### config.mk
export PLATFORM = sky130hd
export DESIGN_NAME = uart_tx_arbiter_flat
export DESIGN_NICKNAME = d
export VERILOG_FILES = /design/src/rtl/uart_tx_arbiter_pkg.sv /design/src/rtl/uart_tx_arbiter_if.sv /design/src/rtl/uart_tx_arbiter_rr_pick.sv /design/src/rtl/uart_tx_arbiter.sv /design/src/flat_wrapper.sv
export SDC_FILE = /design/constraint.sdc
export NUM_CORES = 1
export LEC_CHECK = 0
export ABC_AREA = 1
export BUFFER_PORTS_ARGS = -buffer_cell sky130_fd_sc_hd__clkbuf_2
export CORE_ASPECT_RATIO = 1.2
export CORE_UTILIZATION = 40
export DETAILED_ROUTE_END_ITERATION = 10
export GPL_TIMING_DRIVEN = 1
export PLACE_DENSITY = 0.73
export SETUP_SLACK_MARGIN = 0.2
export SLEW_MARGIN = 30
export SYNTH_ARGS = -nofsm -noshare
export SYNTH_HDL_FRONTEND = slang
export SYNTH_HIERARCHICAL = 1
export SYNTH_SLANG_ARGS = --single-unit
export TNS_END_PERCENT = 30
### constraint.sdc
create_clock -name clk -period 1.6 [get_ports clk]
set_input_delay 0.32 -clock clk [delete_from_list [all_inputs] [get_ports clk]]
set_output_delay 0.32 -clock clk [all_outputs]
set_load 0.01 [all_outputs]
### src/rtl/uart_tx_arbiter_pkg.sv
// Shared UART definitions: arbiter FSM states, byte width and default sizing.
package uart_pkg;

    typedef enum logic [1:0] {
        IDLE,
        LOAD,
        WAIT_ACK,
        WAIT_DONE
    } arb_state_e;

    localparam int UART_BYTE_W   = 8;
    localparam int NREQ_DEF      = 4;
    localparam int BURST_MAX_DEF = 4;

endpackage

### src/rtl/uart_tx_arbiter_if.sv
// Requester/transmitter bundle around the shared UART TX arbiter.
interface uart_tx_arbiter_if
    import uart_pkg::*;
#(
    parameter int NREQ = NREQ_DEF,
    parameter int IDW  = 2
);
    logic [NREQ-1:0]             req_valid;
    logic [UART_BYTE_W*NREQ-1:0] req_data;
    logic [NREQ-1:0]             req_last;
    logic [NREQ-1:0]             req_ready;
    logic                        tx_start;
    logic [UART_BYTE_W-1:0]      tx_byte;
    logic                        tx_busy;
    logic                        grant_active;
    logic [IDW-1:0]              grant_id;

    // master: the arbiter; slave: requesters plus transmitter
    modport master (
        input  req_valid, req_data, req_last, tx_busy,
        output req_ready, tx_start, tx_byte, grant_active, grant_id
    );

    modport slave (
        output req_valid, req_data, req_last, tx_busy,
        input  req_ready, tx_start, tx_byte, grant_active, grant_id
    );
endinterface

### src/rtl/uart_tx_arbiter_rr_pick.sv
// Round-robin priority encoder: first set request strictly after 'last', wrapping.
module rr_pick #(
    parameter int NREQ = 4,
    parameter int IDW  = 2
) (
    input  logic [NREQ-1:0] req,
    input  logic [IDW-1:0]  last,
    output logic [IDW-1:0]  idx,
    output logic            any
);
    int c;

    // Scan from farthest to nearest so the nearest candidate is written last.
    always_comb begin
        idx = '0;
        any = 1'b0;
        c   = 0;
        for (int k = NREQ; k >= 1; k--) begin
            c = int'(last) + k;
            if (c >= NREQ) c = c - NREQ;
            if (req[c[IDW-1:0]]) begin
                idx = c[IDW-1:0];
                any = 1'b1;
            end
        end
    end
endmodule

### src/rtl/uart_tx_arbiter.sv
// Round-robin arbiter that streams granted requester bytes into one shared UART TX.
module uart_tx_arbiter
    import uart_pkg::*;
#(
    parameter int NREQ      = NREQ_DEF,
    parameter int BURST_MAX = BURST_MAX_DEF,
    parameter int IDW       = 2
) (
    input logic               clk,
    input logic               rst_n,
    uart_tx_arbiter_if.master bus
);
    localparam logic [7:0]     BURST_LIM = 8'(BURST_MAX);
    localparam logic [IDW-1:0] LAST_INIT = IDW'(NREQ - 1);

    arb_state_e             state_q, state_d;
    logic [IDW-1:0]         last_q, last_d;
    logic [7:0]             burst_q, burst_d;
    logic                   last_flag_q, last_flag_d;
    logic [IDW-1:0]         gid_q, gid_d;
    logic                   gact_q, gact_d;
    logic [NREQ-1:0]        ready_q, ready_d;
    logic                   start_q, start_d;
    logic [UART_BYTE_W-1:0] byte_q, byte_d;

    logic [UART_BYTE_W-1:0] data_arr [NREQ];
    logic [IDW-1:0]         pick_idx;
    logic                   pick_any;
    logic                   release_grant;

    for (genvar i = 0; i < NREQ; i++) begin : g_split
        assign data_arr[i] = bus.req_data[UART_BYTE_W*i +: UART_BYTE_W];
    end

    rr_pick #(.NREQ(NREQ), .IDW(IDW)) u_rr_pick (
        .req  (bus.req_valid),
        .last (last_q),
        .idx  (pick_idx),
        .any  (pick_any)
    );

    always_comb begin
        state_d       = state_q;
        last_d        = last_q;
        burst_d       = burst_q;
        last_flag_d   = last_flag_q;
        gid_d         = gid_q;
        gact_d        = gact_q;
        ready_d       = '0;
        start_d       = 1'b0;
        byte_d        = byte_q;
        release_grant = 1'b0;

        case (state_q)
            IDLE: begin
                if (pick_any) begin
                    gid_d   = pick_idx;
                    gact_d  = 1'b1;
                    state_d = LOAD;
                end
            end
            LOAD: begin
                if (bus.req_valid[gid_q]) begin
                    ready_d     = NREQ'(1) << gid_q;
                    start_d     = 1'b1;
                    byte_d      = data_arr[gid_q];
                    last_flag_d = bus.req_last[gid_q];
                    burst_d     = burst_q + 8'd1;
                    state_d     = WAIT_ACK;
                end else begin
                    release_grant = 1'b1;
                end
            end
            WAIT_ACK: begin
                if (bus.tx_busy) state_d = WAIT_DONE;
            end
            WAIT_DONE: begin
                if (!bus.tx_busy) begin
                    if (last_flag_q || burst_q == BURST_LIM || !bus.req_valid[gid_q])
                        release_grant = 1'b1;
                    else
                        state_d = LOAD;
                end
            end
            default: state_d = IDLE;
        endcase

        // grant_id deliberately survives release so it names the most recent grantee
        if (release_grant) begin
            last_d  = gid_q;
            burst_d = '0;
            gact_d  = 1'b0;
            state_d = IDLE;
        end
    end

    always_ff @(posedge clk or negedge rst_n) begin
        if (!rst_n) begin
            state_q     <= IDLE;
            last_q      <= LAST_INIT;
            burst_q     <= '0;
            last_flag_q <= 1'b0;
            gid_q       <= '0;
            gact_q      <= 1'b0;
            ready_q     <= '0;
            start_q     <= 1'b0;
            byte_q      <= '0;
        end else begin
            state_q     <= state_d;
            last_q      <= last_d;
            burst_q     <= burst_d;
            last_flag_q <= last_flag_d;
            gid_q       <= gid_d;
            gact_q      <= gact_d;
            ready_q     <= ready_d;
            start_q     <= start_d;
            byte_q      <= byte_d;
        end
    end

    assign bus.req_ready    = ready_q;
    assign bus.tx_start     = start_q;
    assign bus.tx_byte      = byte_q;
    assign bus.grant_active = gact_q;
    assign bus.grant_id     = gid_q;
endmodule

### src/flat_wrapper.sv
// flat-port wrapper written by rule: the top's interface ports become plain ports
module uart_tx_arbiter_flat import uart_pkg::*;
#(
    parameter int NREQ      = NREQ_DEF,
    parameter int BURST_MAX = BURST_MAX_DEF,
    parameter int IDW       = 2
)
  (clk, rst_n, bus_req_valid, bus_req_data, bus_req_last, bus_tx_busy, bus_req_ready, bus_tx_start, bus_tx_byte, bus_grant_active, bus_grant_id);
  uart_tx_arbiter_if #(.NREQ(NREQ), .IDW(IDW)) bus_i ();
  input logic clk;
  input logic rst_n;
  input wire logic [$bits(bus_i.req_valid)-1:0] bus_req_valid;
  input wire logic [$bits(bus_i.req_data)-1:0] bus_req_data;
  input wire logic [$bits(bus_i.req_last)-1:0] bus_req_last;
  input wire logic [$bits(bus_i.tx_busy)-1:0] bus_tx_busy;
  output wire logic [$bits(bus_i.req_ready)-1:0] bus_req_ready;
  output wire logic [$bits(bus_i.tx_start)-1:0] bus_tx_start;
  output wire logic [$bits(bus_i.tx_byte)-1:0] bus_tx_byte;
  output wire logic [$bits(bus_i.grant_active)-1:0] bus_grant_active;
  output wire logic [$bits(bus_i.grant_id)-1:0] bus_grant_id;
  assign bus_i.req_valid = bus_req_valid;
  assign bus_i.req_data = bus_req_data;
  assign bus_i.req_last = bus_req_last;
  assign bus_i.tx_busy = bus_tx_busy;
  assign bus_req_ready = bus_i.req_ready;
  assign bus_tx_start = bus_i.tx_start;
  assign bus_tx_byte = bus_i.tx_byte;
  assign bus_grant_active = bus_i.grant_active;
  assign bus_grant_id = bus_i.grant_id;
  uart_tx_arbiter #(.NREQ(NREQ), .BURST_MAX(BURST_MAX), .IDW(IDW)) u_core (.clk(clk), .rst_n(rst_n), .bus(bus_i));
endmodule
; ---- Yosys cells after proc, flatten, opt, wreduce, memory -nomap -nowiden
; Cells that the tools add are included.
[word_totals]
mem_bits_rw = 0
latchBits = 0
n_memories = 0
word_cells = 100
ff_bits = 29
in_bits = 43
mem_bits_ro = 0
out_inout_bits = 16
[classes]
div = 0
eq_ne = 9
reduce_logical = 13
add_sub_neg = 9
multipliers = 0
shift = 1
order_cmp = 10
mux = 48
bitwise_logic = 1
[op_table]
columns = cell, n
row1 = 2-to-1 mux 8 bit, 5
row2 = 2-to-1 mux 2 bit, 14
row3 = 2-to-1 mux 1 bit, 18
row4 = binary-select mux 8 bit (select 2 bit), 1
row5 = "less-than comparator 2 x 3 -> 1 bit, second input constant", 5
row6 = binary-select mux 1 bit (select 2 bit), 6
row7 = "greater-or-equal comparator 3 bit, second input constant", 4
row8 = "inequality test 3 x 2 -> 1 bit, second input constant", 3
row9 = "adder 8 x 1 -> 8 bit, second input constant", 1
row10 = "== test 8 x 3 -> 1 bit, second input constant", 1
row11 = 2-to-1 mux 4 bit, 2
row12 = case mux 2 bit (4 select lines), 1
row13 = AND reduction 2 bit, 4
row14 = nonzero test 2 bit, 4
row15 = "subtractor 2 x 1 -> 2 bit, second input constant", 4
row16 = "adder 2 x 2 -> 3 bit, second input constant", 2
row17 = "inequality test 3 x 1 -> 1 bit, second input constant", 2
row18 = AND reduction 5 bit, 1
row19 = "adder 2 x 3 -> 4 bit, second input constant", 1
row20 = "== test 2 bit, second input constant", 2
row21 = "greater-or-equal comparator 4 x 3 -> 1 bit, second input constant", 1
row22 = "<< shifter 1 x 2 -> 4 bit, first input constant", 1
row23 = "adder 2 x 1 -> 3 bit, second input constant", 1
row24 = inverter 2 -> 3 bit, 1
row25 = other kinds (5), 6

; ---- Depth between registers and ports, before layout
; Gate-level depths: netlist of the first run.
[logic_depth]
depth_word = 12
mapped_depth = 13
ltp_nobuf = 12

; ---- Hierarchy
; Netlist of the first run, hierarchy kept.
[modules_own_cells]
columns = mod, seq_area_each_um2, cells_per_inst, instances, area_each_um2
row1 = uart_tx_arbiter, 728.2, 197, 1, 1736.7
row2 = rr_pick, 0.0, 49, 1, 226.5

; ---- Worst setup path before layout of the first run
; Ideal clock, no wire load.
[synth_path]
path_kind = reg-to-reg
start = register u_core.last_q[0]
end = register u_core.state_q[1]
slack_ps = 14
n_path_buf = 1
path_stages_with_launch = 13
setup_time_ps = 117
t_arrival_ps = 1469
synth_period_minus_slack_ps = 1586
t_required_ps = 1483
cell_sequence = dfstp_2 > buf_6 > inv_8 > nand2_2 > nand2_1 > and2_4 > nand2_1 > inv_1 > a22o_1 > inv_1 > nand2_1 > nor2_1 > nor2_1
[synth_between]
elab_chain_len = 11
elab_cells_between_ends = 30
classes_between = add/sub (8) / order compare (4) / eq/ne (1) / mux (16) / reduce/logical (1)
[synth_rtl]
columns = item, line
row1 = start: declaration, uart_tx_arbiter.sv:17  ; logic [IDW-1:0] last_q, last_d;
row2 = start signal: assignment, uart_tx_arbiter.sv:110  ; last_q <= last_d;
row3 = adder 2 x 3 -> 4 bit, uart_tx_arbiter_rr_pick.sv:19  ; c = int'(last) + k;
row4 = greater-or-equal comparator 4 x 3 -> 1 bit or subtractor 2 x 1 -> 2 bit (tied branches), uart_tx_arbiter_rr_pick.sv:20  ; if (c >= NREQ) c = c - NREQ;
row5 = 2-to-1 mux 2 bit, uart_tx_arbiter_rr_pick.sv:20
row6 = binary-select mux 1 bit (select 2 bit), uart_tx_arbiter_rr_pick.sv:21  ; if (req[c[IDW-1:0]]) begin
row7 = 2-to-1 mux 1 bit (implied by the code), uart_tx_arbiter_rr_pick.sv:21
row8 = 2-to-1 mux 1 bit (3 in a row), uart_tx_arbiter_rr_pick.sv:21
row9 = 2-to-1 mux 1 bit *, uart_tx_arbiter_rr_pick.sv:21
row10 = named net u_core.pick_any, uart_tx_arbiter.sv:28  ; logic pick_any;
row11 = inequality test 3 x 1 -> 1 bit (no source line) *, n/a
row12 = AND reduction 5 bit (no source line) *, n/a
row13 = end signal: assignment, uart_tx_arbiter.sv:109  ; state_q <= state_d;
row14 = end: declaration, uart_tx_arbiter.sv:16  ; arb_state_e state_q, state_d;
; Mark *: on every way through the listed nets, which the timed path passes. The rest lies on a longest branch. The select of a mux whose other input is x is not followed.
; A chain may end at the register's enable or synchronous reset.

; ---- Worst setup path in the final report of the first run
[layout_path]
start = register u_core.last_q[0]
end = register u_core.state_q[0]
; The elaborated chain is that of the path after synthesis.

==> flow_metrics.env, run 1 <==
export IMPL_reg2regPathDepth=11
export IMPL_hold_viol=0
export IMPL_cp_arrival_ns=1.81
export IMPL_power_leakage_nw=1.41
export IMPL_placed_cells=367
export IMPL_antenna_left=0
export IMPL_final_cell_mix="58 x clkbuf_2, 52 x nand2_1, 29 x nand3_1, 25 x dfrtp_1, 19 x buf_4"
export IMPL_syn_area_um2=1960
export IMPL_timing_final_ws_setup_ns=-0.0323
export IMPL_critPathKind="register to register"
export IMPL_avgSynthCellArea_um2=7.98
export IMPL_core_um2=4660
export IMPL_drc_errors=0
export IMPL_cpPeakStageDelay_ns=0.64
export IMPL_fin_crit_sh_pct=102
export IMPL_clock_fmax_mhz=613
export IMPL_vias=2031
export IMPL_preCtsSetupSlack_ns=-0.0503
export IMPL_drv_slew=0
export IMPL_synth_top_area_share_pct=34.4
export IMPL_antenna_cells=0
export IMPL_tns_ns=-0.0666
export IMPL_cts_max_path_buffers=2
export IMPL_cp_required_ns=1.78
export IMPL_worstReg2RegEnd="u_core/state_q[0]"
export IMPL_synth_distinct_cells=35
export IMPL_violations="negative setup slack"
export IMPL_rrSetupSlack_ns=-0.03
export IMPL_layout_commonest_cell="clkbuf_2"
export IMPL_path_clk_slew_ns=0.07
export IMPL_via_per_inst=5.22
export IMPL_areaGrowthSynthToFinish_pct=45.7
export IMPL_instances_no_fill=389
export IMPL_ys_ff_latch=29
export IMPL_synthCells=246
export IMPL_wire_per_inst_um=13.9
export IMPL_antenna_found_initial=0
export IMPL_fin_nets=379
export IMPL_hold_class="input port to asynchronous set/reset pin"
export IMPL_path_max_fanout=7
export IMPL_grt_max_degree=30
export IMPL_place_area_um2=2380
export IMPL_min_period_ns=1.63
export IMPL_dp_hpwl_um=3620
export IMPL_dieArea_um2=5190
export IMPL_cpMaxStageDelayCell="dfstp_2"
export IMPL_die_y_um=78.7
export IMPL_root_buffer="clkbuf_8"
export IMPL_total_power_mw=5.82
export IMPL_gp_congestion=0.803
export IMPL_final_area_um2=2860
export IMPL_power_density_nw_per_um2=2040
export IMPL_crit_path_start_kind="register"
export IMPL_slew_headroom_pct=74.6
export IMPL_htree_levels=2
export IMPL_max_slew_worst_pin_slew_ns=0.380
export IMPL_grt_total_usage_pct=20.8
export IMPL_grt_pass1_wl_um=8300
export IMPL_worstPathCellList="buf_4, o21ai_2, nor2_1, nand2_2, inv_2, a22o_1, inv_2, nand2_2, nand2_1, nand2_1, inv_1"
export IMPL_postLayoutCoreUtil_pct=61.4
export IMPL_clock_sinks=29
export IMPL_layout_drive_gt1_share_pct=50.2
export IMPL_pin_count=59
export IMPL_portBuffers=58
export IMPL_clock_latency_ns=0.28
export IMPL_wl_um=5430
export IMPL_status="finished with violations"
export IMPL_whs_ns=0.0404
export IMPL_setup_viol=3
export IMPL_synth_nets=295
export IMPL_initial_core_util_pct=42.1
export IMPL_cts_tree="yes"
export IMPL_first_pass_iters=4
export IMPL_placementRows=27
export IMPL_rsz0062_at_grt="true"
export IMPL_ys_seq_area_share_pct=37.1
export IMPL_cts_buffers=5
export IMPL_first_global_vias=1945
export IMPL_clock_skew_ns=0.00824
export IMPL_cap_violations=0
export IMPL_fillers=397
export IMPL_r2r_start="u_core/last_q[0]"
export IMPL_initialDrtViolationCount=74
export IMPL_irDropWorstVdd_mv=1.07
export IMPL_yosysWarnings=6
export IMPL_synth_area_leader_cell="dfrtp_1"
export IMPL_fp_dieW_um=66.0
export IMPL_yosys_top_cells_area="dfrtp_1 34%, nand2_1 11%, a41oi_2 7.5%"
export IMPL_grt_remaining_overflow=0
export IMPL_worstSetupEndpointType="register"
registers in the layout, indices dropped and copies added (netlist names):
register / flops
u_core/burst_q: 8
u_core/bus.grant_active: 1
u_core/bus.grant_id: 2
u_core/bus.req_ready: 4
u_core/bus.tx_byte: 8
u_core/bus.tx_start: 1
u_core/last_flag_q: 1
u_core/last_q: 2
u_core/state_q: 2
per-layer routing:
layer | vias to the layer above | GRT usage, % | part of all wire, %
met1 | 966 | 23.1 | 37
met4 | 0 | 12.1 | 1.9
li1 | 987 | - | -
met2 | 70 | 35.3 | 56
met3 | 8 | 5.32 | 5.5
met5 | - | 0 | 0
logic make-up after synthesis:
group / after synthesis / synth area share, %
and+or+nand+nor: 137 / 32.0
buffers and inverters: 39 / 9.81
AOI/OAI and AO/OA: 32 / 15.9
DFF: 29 / 37.1
adders and majority gates: 6 / 3.82
xor gates and xnor gates: 3 / 1.34
final cells by class:
class,instances,area (µm²),share of cell area [%]
Multi-Input combinational cell,179,1230,43.0
Sequential cell,29,731,25.5
Timing Repair Buffer,86,577,20.2
Inverter,29,134,4.68
Clock buffer,7,86.3,3.02
Tap cell,58,72.6,2.54
Clock inverter,1,30.0,1.05
critical path, delay by kind of cell, from the launching register on:
family | cells | cell delay, ns
compound gates | 2 | 0.21
buf+inv | 4 | 0.29
flops | 1 | 0.64
simple gates | 5 | 0.39
report_power, final:
group          leakage (nW)  switching (mW)  internal [mW]
combinational         0.991            2.06           1.66
clock                0.0585           0.284          0.507
sequential            0.356           0.286           1.03
total                  1.40            2.63           3.20
repair_timing:
item	in CTS	in global routing
gates resized for setup	16	56
hold buffers	0	0
endpoints found under the setup margin	24	24
pin swaps	9	20
gates cloned	1	1
setup buffers	6	6
endpoints found under the hold margin	0	0
synthesized netlist by cell type:
master	n
or2_2	1
dfstp_2	2
o22ai_2	1
nand2_4	3
o21bai_1	1
nand2_2	7
a22o_1	1
a41oi_2	9
clkinv_1	1
nor2_1	24
buf_6	4
inv_2	3
nor2_2	1
buf_4	1
a21oi_1	2
nand3_1	29
buf_2	2
and2_4	1
and3_1	2
nand2_1	59
o21ai_1	4
nand4_1	2
clkbuf_1	3
o21ai_4	1
dfrtp_1	27
inv_1	23
nand3b_1	3
a22oi_1	9
ha_1	6
inv_8	1
xor2_1	3
o21ai_2	1
nor3_1	5
o21ai_0	3
inv_4	1
how the worst max path moves through the flow:
stage                           startpoint                 to  slack (ns)  depth (start not counted)
final                     u_core/last_q[0]  u_core/state_q[0]       -0.03                         11
after global routing      u_core/last_q[0]  u_core/state_q[0]       -0.14                         11
after CTS                 u_core/last_q[0]  u_core/state_q[1]      -0.008                         12
after detailed placement  u_core/last_q[0]  u_core/state_q[1]       -0.05                         12
after global placement    u_core/last_q[0]  u_core/state_q[1]       -0.01                         12
after floorplan           u_core/last_q[0]  u_core/state_q[1]        0.02                         12
(Power assumes the default switching activity.)
==> run 2: changes to the inputs <==
--- a/config.mk
+++ b/config.mk
@@ -6,12 +6,12 @@
 export NUM_CORES = 1
 export LEC_CHECK = 0
 export ABC_AREA = 1
-export BUFFER_PORTS_ARGS = -buffer_cell sky130_fd_sc_hd__clkbuf_2
 export CORE_ASPECT_RATIO = 1.2
 export CORE_UTILIZATION = 40
 export DETAILED_ROUTE_END_ITERATION = 10
+export DONT_BUFFER_PORTS = 1
 export GPL_TIMING_DRIVEN = 1
-export PLACE_DENSITY = 0.73
+export PLACE_DENSITY = 0.62
 export SETUP_SLACK_MARGIN = 0.2
 export SLEW_MARGIN = 30
 export SYNTH_ARGS = -nofsm -noshare
==> run 2 against run 1 <==
  * The flow still finishes with violations (negative setup slack)
  * Sequential power increased by 3%
  * Count of clock-buffer cells in the layout unchanged
  * Core utilization decreased by 7.3 points
  * Clock skew decreased by 0.0038 ns
  * First-iteration DRC count increased by 23%
  * Design area decreased by 12%
  * Largest cell class unchanged
  * Largest power group unchanged
  * Highest routed layer unchanged
==> flow_metrics.env, run 2 (synthesis gave the netlist of run 1 again) <==
export IMPL_initial_core_util_pct=42.1
export IMPL_irDropWorstVdd_mv=1.07
export IMPL_drc_errors=0
export IMPL_cts_buffers=5
export IMPL_grt_total_usage_pct=19.3
export IMPL_power_leakage_nw=1.17
export IMPL_reg2regPathDepth=11
export IMPL_min_period_ns=1.61
export IMPL_antenna_left=0
export IMPL_cpPeakStageDelay_ns=0.63
export IMPL_critPathKind="register to register"
export IMPL_core_um2=4660
export IMPL_cts_tree="yes"
export IMPL_crit_end="u_core/state_q[1]"
export IMPL_clock_sinks=29
export IMPL_fin_nets=326
export IMPL_slew_headroom_pct=84.3
export IMPL_first_global_vias=1709
export IMPL_grt_remaining_overflow=0
export IMPL_rsz0062_at_grt="true"
export IMPL_grt_use_met1_pct=22.7
export IMPL_gp_congestion=0.749
export IMPL_grt_util_met3_pct=4.74
export IMPL_preCtsSetupSlack_ns=-0.0723
export IMPL_vias=1801
export IMPL_r2r_start="u_core/last_q[0]"
export IMPL_power_density_nw_per_um2=2080
export IMPL_portBuffers=0
export IMPL_setup_viol=1
export IMPL_clock_skew_ns=0.00447
export IMPL_min_from="bus_req_data[16]"
export IMPL_path_max_fanout=7
export IMPL_dieArea_um2=5190
export IMPL_grt_max_degree=30
export IMPL_die_y_um=78.7
export IMPL_areaGrowthSynthToFinish_pct=28.3
export IMPL_path_delay_family="flip-flops"
export IMPL_hold_class="input port to register"
export IMPL_cap_violations=0
export IMPL_wl_um=4870
export IMPL_crit_path_start_kind="register"
export IMPL_critical_path_depth=11
export IMPL_first_pass_iters=5
export IMPL_cpMaxStageDelayCell="dfstp_2"
export IMPL_dp_hpwl_um=3410
export IMPL_timing_final_ws_setup_ns=-0.00763
export IMPL_hold_viol=0
export IMPL_worstPathCellList="inv_8, nand2_2, nand2_2, and2_4, nand2_4, inv_2, a22o_1, inv_2, nand2_2, nor2_1, nor2_1"
export IMPL_cp_required_ns=1.77
export IMPL_placementRows=27
export IMPL_status="finished with violations"
export IMPL_grt_pass1_wl_um=7670
export IMPL_antenna_cells=0
export IMPL_antenna_found_initial=0
export IMPL_max_slew_worst_pin_slew_ns=0.235
export IMPL_fp_dieW_um=66.0
export IMPL_via_per_inst=5.36
export IMPL_total_power_mw=5.25
export IMPL_path_buf_inv=3
export IMPL_clock_latency_ns=0.28
export IMPL_htree_levels=2
export IMPL_root_buffer="clkbuf_8"
export IMPL_pin_count=59
export IMPL_wire_per_inst_um=14.5
export IMPL_crit_start="u_core/last_q[0]"
export IMPL_layout_drive_gt1_share_pct=38.8
export IMPL_tns_ns=-0.00763
export IMPL_layout_commonest_cell="nand2_1"
export IMPL_cp_common_cell="nand2_2"
export IMPL_fin_crit_sh_pct=100
export IMPL_violations="negative setup slack"
export IMPL_cts_max_path_buffers=2
export IMPL_drv_slew=0
export IMPL_clock_fmax_mhz=622
export IMPL_postLayoutCoreUtil_pct=54.0
export IMPL_path_clk_slew_ns=0.07
export IMPL_cp_arrival_ns=1.78
export IMPL_final_cell_mix="46 x nand2_1, 27 x nand3_1, 26 x buf_4, 25 x dfrtp_1, 21 x nor2_1"
export IMPL_initialDrtViolationCount=91
export IMPL_top_usage_layer="met2"
export IMPL_worstSetupEndpointType="register"
export IMPL_rrSetupSlack_ns=-0.008
export IMPL_grt_met2_usage_pct=32.6
export IMPL_fillers=444
export IMPL_worstReg2RegEnd="u_core/state_q[1]"
==> run 2: power by group <==
group / leakage, nW / switching, mW / internal (mW)
logic: 0.763 / 1.76 / 1.46
registers: 0.356 / 0.327 / 1.03
clock network: 0.0542 / 0.285 / 0.388
total: 1.17 / 2.37 / 2.88
==> run 2: metal layers <==
metal	share of wire (%)	routed length [µm]	vias up
met1	39	1880	857
met3	5.2	253	9
met4	2.3	110	0
met2	54	2620	57
li1	-	-	878
met5	0	0	-
==> run 2: worst min path at each step <==
stage	endpoint	slack [ns]	depth (start not counted)
after detailed placement	u_core/burst_q[4]	0.03	0
after CTS	u_core/bus.tx_byte[7]	0.24	2
final	u_core/bus.tx_byte[0]	0.24	2
after global placement	u_core/burst_q[4]	0.03	0
after global routing	u_core/bus.tx_byte[0]	0.24	2
after floorplan	u_core/burst_q[0]	0.02	0
==> run 2: final cells by class <==
class / count / area (µm²) / area share (%)
multi-input cells: 178 / 1150 / 45.9
flip-flops and latches: 29 / 731 / 29.0
clock buffers: 7 / 96.3 / 3.83
well taps: 58 / 72.6 / 2.88
clock inverters: 1 / 5.00 / 0.199
repair buffers: 34 / 327 / 13.0
inverters: 29 / 133 / 5.27
==> run 2: metrics by stage <==
stage / instance area (µm²) / instances / hold WS, ns
after global placement: 2120 / 312 / 0.0255
after detailed placement: 2120 / 312 / 0.0255
after floorplan: 1970 / 246 / 0.0244
after CTS: 2380 / 330 / 0.240
after global routing: 2520 / 336 / 0.239
final: 2520 / 336 / 0.244
==> run 2: what timing repair did <==
action | 4_1_cts | 5_1_grt
hold endpoints to repair | 29 | 0
hold buffers | 2 | 0
buffers inserted | 7 | 6
gates resized for setup | 17 | 31
setup endpoints to repair | 24 | 24
pin swaps | 11 | 18
gates cloned | 1 | 0
==> run 3: changes to the inputs <==
--- a/config.mk
+++ b/config.mk
@@ -13,6 +13,7 @@
 export GPL_TIMING_DRIVEN = 1
 export PLACE_DENSITY = 0.62
 export SETUP_SLACK_MARGIN = 0.2
+export SKIP_LAST_GASP = 1
 export SLEW_MARGIN = 30
 export SYNTH_ARGS = -nofsm -noshare
 export SYNTH_HDL_FRONTEND = slang
==> run 3 against run 2 <==
  * The flow still finishes with violations (negative setup slack)
  * Critical path type unchanged
  * Final cell count is 0.30% higher
  * Sequential share of layout area is 0.59 points higher
  * Maximum frequency is 0.20% lower
  * Hold slack hardly changed
  * Design area is 2.0% lower
  * Global-route usage is 0.090 points lower
  * Critical path depth stayed put
  * Largest cell class unchanged
==> flow_metrics.env, run 3 (synthesis gave the netlist of run 1 again) <==
export IMPL_multi_input_area_um2=1110
export IMPL_htree_levels=2
export IMPL_pin_count=59
export IMPL_via_per_inst=5.35
export IMPL_fillers=447
export IMPL_cp_required_ns=1.77
export IMPL_root_buffer="clkbuf_8"
export IMPL_crit_path_start_kind="register"
export IMPL_fp_dieW_um=66.0
export IMPL_drc_errors=0
export IMPL_worstSetupEndpointType="register"
export IMPL_vias=1802
export IMPL_seq_area_um2=731
export IMPL_clock_skew_ns=0.00473
export IMPL_cap_violations=0
export IMPL_timing_final_ws_setup_ns=-0.0109
export IMPL_initial_core_util_pct=42.1
export IMPL_postLayoutCoreUtil_pct=53.0
export IMPL_wire_per_inst_um=14.3
export IMPL_setup_viol=1
export IMPL_violations="negative setup slack"
export IMPL_antenna_found_initial=0
export IMPL_slew_headroom_pct=84.6
export IMPL_worstReg2RegEnd="u_core/state_q[1]"
export IMPL_antenna_left=0
export IMPL_drv_slew=0
export IMPL_rsz0062_at_grt="true"
export IMPL_placed_cells=312
export IMPL_clock_latency_ns=0.28
export IMPL_rrSetupSlack_ns=-0.01
export IMPL_max_slew_worst_pin_slew_ns=0.230
export IMPL_cts_tree="yes"
export IMPL_grt_total_usage_pct=19.2
export IMPL_fin_crit_sh_pct=101
export IMPL_min_from="bus_req_data[16]"
export IMPL_wl_um=4830
export IMPL_holdPathStages=2
export IMPL_hold_viol=0
export IMPL_layout_commonest_cell="nand2_1"
export IMPL_placementRows=27
export IMPL_cts_max_path_buffers=2
export IMPL_p_clk_share_pct=13.2
export IMPL_p_switching_mw=2.29
export IMPL_gp_congestion=0.749
export IMPL_final_cell_mix="55 x nand2_1, 28 x buf_4, 28 x nand3_1, 25 x dfrtp_1, 21 x nor2_1"
export IMPL_dp_hpwl_um=3410
export IMPL_min_to="u_core/bus.tx_byte[0]"
export IMPL_irDropWorstVdd_mv=1.14
export IMPL_first_pass_iters=4
export IMPL_power_density_nw_per_um2=2070
export IMPL_total_power_mw=5.12
export IMPL_cts_buffers=5
export IMPL_core_um2=4660
export IMPL_areaGrowthSynthToFinish_pct=25.7
export IMPL_dieArea_um2=5190
export IMPL_path_max_fanout=7
export IMPL_switching_share_pct=44.7
export IMPL_grt_max_degree=30
export IMPL_critPathKind="register to register"
export IMPL_r2r_start="u_core/last_q[0]"
export IMPL_first_global_vias=1698
export IMPL_hold_class="input port to register"
export IMPL_power_leakage_nw=1.16
export IMPL_grt_pass1_wl_um=7640
export IMPL_p_seq_share_pct=26.5
export IMPL_status="finished with violations"
export IMPL_pwr_share_comb_pct=60.4
export IMPL_layout_drive_gt1_share_pct=34.4
export IMPL_clock_fmax_mhz=621
export IMPL_internal_power_mw=2.83
export IMPL_reg2regPathDepth=11
export IMPL_initialDrtViolationCount=73
export IMPL_die_y_um=78.7
export IMPL_path_clk_slew_ns=0.07
export IMPL_whs_ns=0.245
export IMPL_fin_nets=327
export IMPL_min_period_ns=1.61
export IMPL_antenna_cells=0
export IMPL_portBuffers=0
export IMPL_grt_remaining_overflow=0
export IMPL_clock_sinks=29
export IMPL_instances_no_fill=337
export IMPL_cp_arrival_ns=1.78
==> run 3: changes by cell type in the layout (fill, tap and decap cells not counted), moves of 2 or more <==
| cell | before | now |
|---|---|---|
| nand2_1 | 46 | 55 |
| nand2_2 | 17 | 9 |
| and3_1 | 0 | 2 |
| and3_4 | 2 | 0 |
| buf_4 | 26 | 28 |
==> run 3: stage by stage <==
step	setup TNS, ns	instance area, µm²	setup WS [ns]
2_1_floorplan	0	1970	0.0234
3_3_place_gp	-0.0746	2120	-0.0529
3_5_place_dp	-0.355	2120	-0.0723
4_1_cts	-0.00949	2370	-0.00949
5_1_grt	-0.420	2470	-0.140
6_report	-0.0109	2470	-0.0109
==> run 3: per-layer routing <==
| metal | part of all wire [%] | global-route usage [%] | up-vias | wire length [µm] |
|---|---|---|---|---|
| met3 | 4.9 | 4.60 | 8 | 238 |
| met4 | 2.1 | 8.72 | 0 | 102 |
| met2 | 54 | 32.0 | 50 | 2610 |
| met1 | 39 | 23.1 | 866 | 1880 |
| li1 | - | - | 878 | - |
| met5 | 0 | 0 | - | 0 |
==> run 3: area by class of cell <==
cell class	instances	area share [%]
multi-input cells	178	44.8
flip-flops and latches	29	29.6
repair buffers	35	13.4
inverters	29	5.17
clock buffers	7	3.90
well taps	58	2.94
clock inverters	1	0.203
==> run 3: how the worst max path moves through the flow <==
stage	startpoint	endpoint	depth (start not counted)
final	u_core/last_q[0]	u_core/state_q[1]	11
after global routing	u_core/last_q[0]	u_core/state_q[1]	11
after CTS	u_core/last_q[0]	u_core/state_q[1]	12
after detailed placement	u_core/last_q[0]	u_core/state_q[1]	12
after global placement	u_core/last_q[0]	u_core/state_q[1]	12
after floorplan	u_core/last_q[0]	u_core/state_q[1]	12
==> run 3: worst max-delay path, stage by stage, from the launching register on <==
cell	delay [ns]
dfstp_2	0.63
inv_8	0.05
nand2_2	0.07
nand2_2	0.06
and2_4	0.15
nand2_4	0.06
inv_2	0.04
a22o_1	0.18
inv_2	0.07
nand2_2	0.06
nor2_1	0.09
nor2_1	0.05
==> run 3: timing repair <==
item                                    CTS  global route
pin swaps                                 5             6
buffers inserted                          7             7
gates cloned                              1             0
hold endpoints to repair                 29             0
gates resized for setup                  13            18
endpoints found under the setup margin   24            25
hold buffers                              2             0
==> run 3: power by group through the flow <==
stage          clock [mW]  sequential [mW]  combinational, mW
2_1_floorplan           0             1.28               1.97
3_3_place_gp            0             1.35               2.48
3_5_place_dp            0             1.35               2.52
4_1_cts             0.689             1.35               2.85
5_1_grt             0.720             1.39               3.40
6_report            0.676             1.35               3.09
